File: src/rtl/cpu_rst_requester_if.sv
// Signal bundle between the CPU soft-reset requester and its surroundings
// (host/debug request side plus the clkrst_gen_2 cpurst/rst pair).
interface cpu_rst_requester_if #(
    parameter int TIMEOUT = 1024
) ();
    localparam int CNTW = $clog2(TIMEOUT + 1);

    logic            req_valid;
    logic            req_ready;
    logic            cpurst;
    logic            rst_obs;
    logic            busy;
    logic            done;
    logic            err;
    logic [CNTW-1:0] cycles;

    modport master (
        input  req_valid, rst_obs,
        output req_ready, cpurst, busy, done, err, cycles
    );

    modport slave (
        output req_valid, rst_obs,
        input  req_ready, cpurst, busy, done, err, cycles
    );
endinterface

File: src/rtl/cpu_rst_requester.sv
// Initiator of the CPU soft-reset handshake: pulses cpurst for HOLD_CYCLES, then
// tracks the CPU rst rise/fall with a saturating timeout and reports done or err.
module cpu_rst_requester #(
    parameter int HOLD_CYCLES = 4,
    parameter int TIMEOUT     = 1024
) (
    input logic                 clk,
    input logic                 rstn,
    cpu_rst_requester_if.master bus
);
    localparam int CNTW  = $clog2(TIMEOUT + 1);
    localparam int HOLDW = $clog2(HOLD_CYCLES + 1);
    localparam logic [CNTW-1:0]  TMO_VAL   = CNTW'(TIMEOUT);
    localparam logic [HOLDW-1:0] HOLD_LAST = HOLDW'(HOLD_CYCLES - 1);

    typedef enum logic [2:0] {
        IDLE      = 3'd0,
        ASSERT    = 3'd1,
        WAIT_RISE = 3'd2,
        WAIT_FALL = 3'd3,
        DONE      = 3'd4,
        ERR       = 3'd5
    } state_e;

    state_e            state_q, state_d;
    logic [HOLDW-1:0]  hold_q, hold_d;
    logic [CNTW-1:0]   wait_q, wait_d;
    logic [CNTW-1:0]   cycles_q, cycles_d;
    logic              cpurst_q, cpurst_d;
    logic              busy_q, busy_d;
    logic              ready_q, ready_d;
    logic              done_q, done_d;
    logic              err_q, err_d;

    // State, counters and registered outputs
    always_ff @(posedge clk or negedge rstn) begin
        if (!rstn) begin
            state_q  <= IDLE;
            hold_q   <= '0;
            wait_q   <= '0;
            cycles_q <= '0;
            cpurst_q <= 1'b0;
            busy_q   <= 1'b0;
            ready_q  <= 1'b1;
            done_q   <= 1'b0;
            err_q    <= 1'b0;
        end else begin
            state_q  <= state_d;
            hold_q   <= hold_d;
            wait_q   <= wait_d;
            cycles_q <= cycles_d;
            cpurst_q <= cpurst_d;
            busy_q   <= busy_d;
            ready_q  <= ready_d;
            done_q   <= done_d;
            err_q    <= err_d;
        end
    end

    // Next-state selection; an rst_obs edge takes priority over the timeout
    always_comb begin
        state_d = state_q;
        case (state_q)
            IDLE: begin
                if (bus.req_valid) state_d = ASSERT;
                else               state_d = IDLE;
            end
            ASSERT: begin
                if (hold_q == HOLD_LAST) state_d = WAIT_RISE;
                else                     state_d = ASSERT;
            end
            WAIT_RISE: begin
                if (bus.rst_obs)           state_d = WAIT_FALL;
                else if (wait_q == TMO_VAL) state_d = ERR;
                else                       state_d = WAIT_RISE;
            end
            WAIT_FALL: begin
                if (!bus.rst_obs)          state_d = DONE;
                else if (wait_q == TMO_VAL) state_d = ERR;
                else                       state_d = WAIT_FALL;
            end
            DONE:    state_d = IDLE;
            ERR:     state_d = IDLE;
            default: state_d = IDLE;
        endcase
    end

    // Counter updates and next values of the registered outputs
    always_comb begin
        hold_d = '0;
        wait_d = '0;
        case (state_q)
            ASSERT: hold_d = hold_q + HOLDW'(1);
            WAIT_RISE, WAIT_FALL: begin
                if (wait_q == TMO_VAL) wait_d = TMO_VAL;
                else                   wait_d = wait_q + CNTW'(1);
            end
            default: begin
                hold_d = '0;
                wait_d = '0;
            end
        endcase

        if (state_d == DONE)     cycles_d = wait_q;
        else if (state_d == ERR) cycles_d = TMO_VAL;
        else                     cycles_d = cycles_q;

        cpurst_d = (state_d == ASSERT);
        busy_d   = (state_d != IDLE);
        ready_d  = (state_d == IDLE);
        done_d   = (state_d == DONE);
        err_d    = (state_d == ERR);
    end

    assign bus.req_ready = ready_q;
    assign bus.cpurst    = cpurst_q;
    assign bus.busy      = busy_q;
    assign bus.done      = done_q;
    assign bus.err       = err_q;
    assign bus.cycles    = cycles_q;
endmodule

File: src/flat_wrapper.sv
// flat-port wrapper written by rule: the top's interface ports become plain ports
module cpu_rst_requester_flat 
#(
    parameter int HOLD_CYCLES = 4,
    parameter int TIMEOUT     = 1024
)
  (clk, rstn, bus_req_valid, bus_rst_obs, bus_req_ready, bus_cpurst, bus_busy, bus_done, bus_err, bus_cycles);
  cpu_rst_requester_if #(.TIMEOUT(TIMEOUT)) bus_i ();
  input logic clk;
  input logic rstn;
  input wire logic [$bits(bus_i.req_valid)-1:0] bus_req_valid;
  input wire logic [$bits(bus_i.rst_obs)-1:0] bus_rst_obs;
  output wire logic [$bits(bus_i.req_ready)-1:0] bus_req_ready;
  output wire logic [$bits(bus_i.cpurst)-1:0] bus_cpurst;
  output wire logic [$bits(bus_i.busy)-1:0] bus_busy;
  output wire logic [$bits(bus_i.done)-1:0] bus_done;
  output wire logic [$bits(bus_i.err)-1:0] bus_err;
  output wire logic [$bits(bus_i.cycles)-1:0] bus_cycles;
  assign bus_i.req_valid = bus_req_valid;
  assign bus_i.rst_obs = bus_rst_obs;
  assign bus_req_ready = bus_i.req_ready;
  assign bus_cpurst = bus_i.cpurst;
  assign bus_busy = bus_i.busy;
  assign bus_done = bus_i.done;
  assign bus_err = bus_i.err;
  assign bus_cycles = bus_i.cycles;
  cpu_rst_requester #(.HOLD_CYCLES(HOLD_CYCLES), .TIMEOUT(TIMEOUT)) u_core (.clk(clk), .rstn(rstn), .bus(bus_i));
endmodule
File: config.mk
export PLATFORM = sky130hd
export DESIGN_NAME = cpu_rst_requester_flat
export DESIGN_NICKNAME = d
export VERILOG_FILES = /design/src/rtl/cpu_rst_requester_if.sv /design/src/rtl/cpu_rst_requester.sv /design/src/flat_wrapper.sv
export SDC_FILE = /design/constraint.sdc
export NUM_CORES = 1
export LEC_CHECK = 0
export ABC_AREA = 0
export CORE_MARGIN = 2
export CORE_UTILIZATION = 38
export CTS_CLUSTER_SIZE = 20
export DETAILED_ROUTE_END_ITERATION = 12
export SETUP_SLACK_MARGIN = 0.15
export SYNTH_ARGS = -nofsm -noshare
export SYNTH_HDL_FRONTEND = slang
export SYNTH_SLANG_ARGS = --single-unit
File: constraint.sdc
create_clock -name clk -period 3.1 [get_ports clk]
set_input_delay 0.31 -clock clk [delete_from_list [all_inputs] [get_ports clk]]
set_output_delay 0.31 -clock clk [all_outputs]
set_load 0.1 [all_outputs]
# Word level (Yosys, flattened, before mapping)
# Index checks and enable logic that the tools add are counted.
# word_totals
register_bits	33
in_bits	4
out_inout_bits	16
elab_cells	36
# op_classes
addsub	2
eq_ne	8
n_mux	12
reduce_logical	5
# ops
op	count
two-way mux 11 bit	4
two-way mux 3 bit	5
one-hot mux 3 bit (4 select lines)	1
adder 11 x 1 -> 11 bit, second input constant	1
== test 11 bit, second input constant	1
== test 3 x 2 -> 1 bit, second input constant	3
== test 3 x 1 -> 1 bit, second input constant	2
== test 3 bit, second input constant	2
logical NOT 3 bit	2
adder 3 x 1 -> 3 bit, second input constant	1
nonzero test 3 bit	1
two-way mux 2 bit	1
nonzero test 2 bit	1
OR reduction 2 bit	1
two-way mux 1 bit	1

# Depth between registers and ports, before layout
# Gate-level depths: netlist (run 1).
# logic_depth
depth_word	7
depth_mapped	7
depth_no_buf	6

# Worst setup path after synthesis (run 1)
# No wires, ideal clock.
# synth_path
path_kind	register to register
from	register u_core.wait_q[0]
to	register u_core.cycles_q[2] (netlist: u_core.bus.cycles[2])
setup_ps	122
arrival_time_ps	1543
required_ps	2978
slack_ps	1435
path_stages_with_launch	8
n_path_buf	1
period_less_slack_ps	1665
cell_sequence	dfrtp_1 -> inv_1 -> ha_1 -> nor4b_1 -> and4b_1 -> o21ai_2 -> buf_6 -> a22o_1
# synth_via
elab_chain_len	6
elab_cells_between_ends	10
classes_between	eq/ne: 3; mux: 6; reduce/logical: 1
# synth_lines
item	line	source
start: declaration	cpu_rst_requester.sv:27	logic [CNTW-1:0] wait_q, wait_d;
start signal: assignment	cpu_rst_requester.sv:50	wait_q <= wait_d;
== test 11 bit (*)	cpu_rst_requester.sv:74, cpu_rst_requester.sv:79	
two-way mux 3 bit, on equally long branches	cpu_rst_requester.sv:74, cpu_rst_requester.sv:79	
two-way mux 3 bit, on equally long branches	cpu_rst_requester.sv:73, cpu_rst_requester.sv:78	
one-hot mux 3 bit (4 select lines) (*)	cpu_rst_requester.sv:63	case (state_q)
== test 3 bit, on equally long branches	cpu_rst_requester.sv:104, cpu_rst_requester.sv:105	
two-way mux 11 bit / nonzero test 2 bit (equally long branches)	-	
end signal: assignment	cpu_rst_requester.sv:51	cycles_q <= cycles_d;
end: declaration	cpu_rst_requester.sv:28	logic [CNTW-1:0] cycles_q, cycles_d;
# Every way passes the cells marked *; elsewhere a longest branch is shown, timed or not.
# A chain may end at the register's enable or synchronous reset.

# Worst setup path after layout (run 1)
# layout_path
from	register u_core.cycles_q[7] (netlist: u_core.bus.cycles[7])
to	output bus_cycles[7]
# layout_rtl
item	line	source
end: declaration	flat_wrapper.sv:18	output wire logic [$bits(bus_i.cycles)-1:0] bus_cycles;
# No word-level cell between the ends.

==> flow_summary.json, run 1 <==
{
  "yosysSeqAreaShare_pct": 59.1,
  "yosysTopAreaCell": "dfrtp_1",
  "initial_core_util_pct": 38.8,
  "cp-start-kind": "register",
  "avgViaCountPerCell": 4.95,
  "cts.path.max_buffers": 2,
  "clk_pin_slew_worst_paths_ps": 70,
  "final-hold-violation-count": 0,
  "clk-insertion-delay-late_ps": 290,
  "cap_violations": 0,
  "ir_drop_uv": 214,
  "drive_gt1_share_pct": 9.59,
  "required_ps": 2790,
  "drtIter0Drc": 68,
  "drv_slew": 0,
  "diodes": 0,
  "cpMaxStageDelayCell": "clkdlybuf4s50_1",
  "p_per_area_nw_per_um2": 819,
  "ios": 20,
  "netSwitchingFraction_pct": 38.2,
  "nFillCells": 335,
  "place_ws_ps": 1220,
  "drc": 0,
  "synth_area_per_cell_um2": 11.5,
  "grt_overflow": 0,
  "synthCells": 122,
  "first_pass_iters": 4,
  "regArea_um2": 827,
  "hpwl_um": 1800,
  "cts.sinks": 33,
  "p_leak_nw": 0.769,
  "status": "completed",
  "critPathArrivalTime_ps": 1780,
  "routed_wl_um": 2560,
  "ant_nets": 0,
  "syn-cell-area_um2": 1400,
  "synth_top_cell_area_share_pct": 57.2,
  "max_stage_delay_ps": 1130,
  "num_vias": 960,
  "gp_congestion": 0.731,
  "critPathMaxFanout": 2,
  "setup_slack_ps": 1010,
  "period_minus_slack_ps": 2090,
  "row_count": 22,
  "cts_inserted_buffers": 5,
  "hold_class": "input port to asynchronous set/reset pin",
  "die_h_um": 64.7,
  "grt_pass1_wl_um": 4490,
  "synth_area_leaders": "dfrtp_1 57%, a22o_1 5.0%, xnor2_1 4.4%, nor2_1 4.3%, ha_1 3.6%",
  "antenna_found_initial": 0,
  "ys_seq_elements": 33,
  "grt_pass1_vias": 934,
  "root_buffer": "clkbuf_8",
  "skew_ps": 6.86,
  "grt_max_degree": 34,
  "internal-power_w": 0.000880,
  "grt_usage_pct": 14.5,
  "coreArea_um2": 3610,
  "synth_warnings": 0,
  "cts_resized": 0,
  "seq_power_share_pct": 38.4,
  "htreeDepth": 2,
  "tns_ps": 0,
  "yosysUniqueCellTypes": 32,
  "fmax_mhz": 477,
  "fin_hold_ws_ps": 425,
  "postCtsHoldBufs": 0,
  "crit_family": "buffers and inverters",
  "crit_buf_inv": 1,
  "rsz0062_at_grt": "no",
  "switching_power_w": 0.000545,
  "synth_nets": 130,
  "crit_type": "register to output port",
  "fin_crit_sh_pct": 67.6,
  "crit_chain": "clkdlybuf4s50_1",
  "multi_input_area_um2": 510,
  "endpoint_kind": "output port",
  "tightest_slew_ps": 978,
  "fp.dieArea_um2": 4180,
  "area_delta_synth_final_pct": 24.3,
  "port_buffers": 19,
  "die_x_um": 64.7,
  "nets": 153,
  "setup_viol": 0,
  "max_slew_margin_pct": 34.6,
  "postCtsSetupBuffers": 0,
  "p_comb_share_pct": 32.4,
  "p_clk_share_pct": 29.2,
  "post_drt_wl_per_cell_um": 13.2,
  "cts_tree": "yes"
}
[placed cells by master (no fill, tap or decap), types with 2 or more instances in the layout]
cell type        count
nand4_1              2
and3_1               2
clkdlybuf4s50_1     18
nor2b_1              3
ha_1                 4
clkbuf_8             6
xor2_1               2
a22o_1               8
nor3_1               7
nor4_1               2
a22o_2               2
inv_1                8
nand3_1              3
nor2_1              16
dfrtp_1             32
nand2_1              6
buf_4                2
xnor2_1              7
[sequential cells by signal (all words and copies together), names as in the netlist]
name	cells
u_core.hold_q	3
u_core.state_q	3
u_core.bus.err	1
u_core.bus.done	1
u_core.wait_q	11
u_core.bus.cycles	11
u_core.bus.busy	1
u_core.bus.cpurst	1
u_core.bus.req_ready	1
[stage by stage]
stage	power [W]	std cells	area (um2)	util [%]
global route	0.00150	194	1740	48.2
floorplan	0.000906	122	1400	-
global placement	0.00100	186	1620	45.0
CTS	0.00144	194	1740	48.2
finish	0.00142	194	1740	48.2
detailed placement	0.00102	186	1620	45.0
[Yosys cell counts, drive strengths merged]
library cell,number
nor4b,1
nand2b,1
xor2,2
o22ai,1
nor4,2
a21oi,1
nand3,3
inv,8
and2b,1
and2,1
nor2b,3
a211o,1
ha,4
o21ai,1
nand4,2
and3,2
nor3,7
xnor2,7
nand2,6
clkbuf,1
a22o,10
dfrtp,32
nand4b,1
nor2,16
maj3,1
mux2i,1
and4b,1
dfstp,1
buf,3
or2,1
[power groups by stage]
stage	sequential (W)	clock, W	combinational, W
final	0.000547	0.000416	0.000462
after global placement	0.000550	0	0.000454
after floorplan	0.000770	0	0.000136
after global routing	0.000557	0.000444	0.000496
after detailed placement	0.000556	0	0.000463
after CTS	0.000547	0.000425	0.000467
[cells by family (layout without fill, tap and decap cells)]
| logic type | Yosys count | count (layout) | synth area share (%) |
|---|---|---|---|
| buf+inv | 12 | 36 | 4.38 |
| simple gates | 48 | 48 | 17.4 |
| mux | 1 | 1 | 0.716 |
| fa+ha+maj | 5 | 5 | 4.29 |
| xor+xnor | 9 | 9 | 5.64 |
| flops | 33 | 33 | 59.1 |
| compound gates | 14 | 14 | 8.50 |
[routing by layer]
metal	vias to the layer above	wire [um]	track usage, %
met3	6	105	4.86
met1	467	1180	18.8
met4	0	69	7.18
met5	-	0	0
li1	465	-	-
met2	22	1200	21.9
[worst paths after layout]
kind	start	end	slack [ps]	cells past startpoint
setup / recovery	u_core.bus.cycles[7]$_DFFE_PN0P_	bus_cycles[7]	1010	1
hold / removal	rstn	u_core.wait_q[2]$_DFF_PN0_	420	2
setup reg to reg	u_core.wait_q[0]$_DFF_PN0_	u_core.bus.cycles[1]$_DFFE_PN0P_	1220	6
hold reg to reg	u_core.hold_q[0]$_DFF_PN0_	u_core.hold_q[0]$_DFF_PN0_	450	1
max in group asynchronous	rstn	u_core.bus.req_ready$_DFF_PN1_	2350	2
min in group clk	u_core.hold_q[0]$_DFF_PN0_	u_core.hold_q[0]$_DFF_PN0_	450	1
[cell type report]
| class | instances | area share, % |
|---|---|---|
| well taps | 48 | 3.45 |
| flip-flops and latches | 33 | 47.6 |
| inverters | 8 | 1.73 |
| multi-input cells | 77 | 29.4 |
| repair buffers | 20 | 11.2 |
| clock buffers | 7 | 4.96 |
| clock inverters | 1 | 1.73 |
No activity file was read; power rests on OpenSTA's default activity.
==> inputs of run 2 (changes only) <==
==> constraint.sdc (replaced) <==
create_clock -name clk -period 2.1 [get_ports clk]
set_input_delay 0.21 -clock clk [delete_from_list [all_inputs] [get_ports clk]]
set_output_delay 0.21 -clock clk [all_outputs]
set_load 0.1 [all_outputs]
==> run 2 against run 1 <==
Effect of this change:
- cell count did not move
- combinational power up 47%
- sequential power up 47%
- first-iteration DRC count decreased by 35%
- worst hold slack worse by 110 ps
- largest cell class unchanged
- routed wire length is 1.3% higher
- clock skew is 1.1 ps higher
==> flow_summary.json, run 2 (synthesis gave the netlist of run 1 again) <==
{
  "rsz0062_at_grt": "no",
  "max_slew_margin_pct": 68.3,
  "antenna_found_initial": 0,
  "first_pass_iters": 4,
  "nets": 153,
  "fp.dieArea_um2": 4180,
  "grt_max_degree": 34,
  "coreArea_um2": 3610,
  "hpwl_um": 1830,
  "final-hold-violation-count": 0,
  "cts.path.max_buffers": 2,
  "required_ps": 2280,
  "grt_pass1_wl_um": 4600,
  "clk-insertion-delay-late_ps": 290,
  "dpl_cell_area_um2": 1590,
  "root_buffer": "clkbuf_8",
  "postCtsSetupBuffers": 0,
  "cp-start-kind": "register",
  "diodes": 0,
  "avgViaCountPerCell": 4.97,
  "multi_input_area_um2": 524,
  "fin_area_um2": 1700,
  "gp_congestion": 0.778,
  "post_drt_wl_per_cell_um": 13.3,
  "fin_crit_sh_pct": 85.8,
  "ios": 20,
  "period_minus_slack_ps": 1800,
  "drv_slew": 0,
  "drive_gt1_share_pct": 21.2,
  "ant_nets": 0,
  "die_x_um": 64.7,
  "ir_drop_uv": 293,
  "row_count": 22,
  "p_leak_nw": 0.795,
  "final_cell_mix": "32 x dfrtp_1, 17 x buf_4, 16 x nor2_1",
  "crit_buf_inv": 0,
  "routed_wl_um": 2590,
  "cts_tree": "yes",
  "drc": 0,
  "endpoint_kind": "register",
  "grt_usage_pct": 14.8,
  "grt_pass1_vias": 990,
  "port_buffers": 19,
  "fmax_mhz": 555,
  "tns_ps": 0,
  "regToRegSetupSlack_ps": 300,
  "tightest_slew_ps": 471,
  "max_stage_delay_ps": 480,
  "postCtsHoldBufs": 0,
  "layout_commonest_cell": "dfrtp_1",
  "crit_type": "register to register",
  "num_vias": 965,
  "drtIter0Drc": 44,
  "htreeDepth": 2,
  "cpMaxStageDelayCell": "nor4_1",
  "crit_family": "simple AND/OR/NAND/NOR gates",
  "nFillCells": 346,
  "p_per_area_nw_per_um2": 1180,
  "clk_pin_slew_worst_paths_ps": 70,
  "cts_inserted_buffers": 5,
  "critPathArrivalTime_ps": 1980,
  "critPathMaxFanout": 12,
  "status": "completed",
  "skew_ps": 8.01,
  "area_delta_synth_final_pct": 21.6,
  "fin_cells": 194,
  "cts.sinks": 33,
  "final_util_pct": 47.2,
  "grt_overflow": 0,
  "regArea_um2": 827,
  "hold_class": "input port to asynchronous set/reset pin",
  "die_h_um": 64.7,
  "initial_core_util_pct": 38.8,
  "fin_hold_ws_ps": 319,
  "cap_violations": 0,
  "crit_chain": "nor4_1, and4b_1, o21ai_4, a22o_2",
  "setup_viol": 0,
  "dp_cells": 186
}
run 2: per-layer routing:
| layer | wire, um | vias up | global-route usage [%] |
|---|---|---|---|
| met5 | 0 | - | 0 |
| met2 | 1260 | 24 | 23.4 |
| met3 | 123 | 5 | 5.21 |
| met1 | 1150 | 471 | 17.7 |
| met4 | 50 | 0 | 7.98 |
| li1 | - | 465 | - |
run 2: path summary, 6_finish.rpt:
path	startpoint	to	depth (start not counted)
max	u_core.wait_q[6]$_DFF_PN0_	u_core.bus.cycles[0]$_DFFE_PN0P_	4
min	rstn	u_core.bus.cycles[9]$_DFFE_PN0P_	2
max reg2reg	u_core.wait_q[6]$_DFF_PN0_	u_core.bus.cycles[0]$_DFFE_PN0P_	4
min reg2reg	u_core.hold_q[0]$_DFF_PN0_	u_core.hold_q[0]$_DFF_PN0_	1
max in group asynchronous	rstn	u_core.bus.req_ready$_DFF_PN1_	2
min in group clk	u_core.hold_q[0]$_DFF_PN0_	u_core.hold_q[0]$_DFF_PN0_	1
run 2: repair_timing:
| action | in CTS | in global routing |
|---|---|---|
| endpoints found under the setup margin | 0 | 8 |
| resized for setup | 0 | 2 |
| endpoints found under the hold margin | 0 | 0 |
run 2: report_power, final:
part	switching, W	internal (W)	total (W)	leakage [nW]
logic	0.000508	0.000169	0.000678	0.301
clock network	0.000223	0.000296	0.000518	0.0542
registers	0.0000696	0.000735	0.000805	0.439
total	0.000801	0.00120	0.00200	0.795
run 2: final cells by class:
cell class / instances / area share [%]
tap: 48 / 3.53
clock buffer: 7 / 5.67
inverter: 8 / 1.77
clock inverter: 1 / 0.294
multi-input combinational: 77 / 30.8
timing repair buffer: 20 / 9.27
sequential: 33 / 48.6
run 2: per-stage QoR:
| stage | power [W] | setup WS (ps) |
|---|---|---|
| 3_5_place_dp | 0.00148 | 230 |
| 3_3_place_gp | 0.00147 | 361 |
| 6_report | 0.00200 | 297 |
| 5_1_grt | 0.00211 | 223 |
| 4_1_cts | 0.00201 | 206 |
| 2_1_floorplan | 0.00134 | 435 |
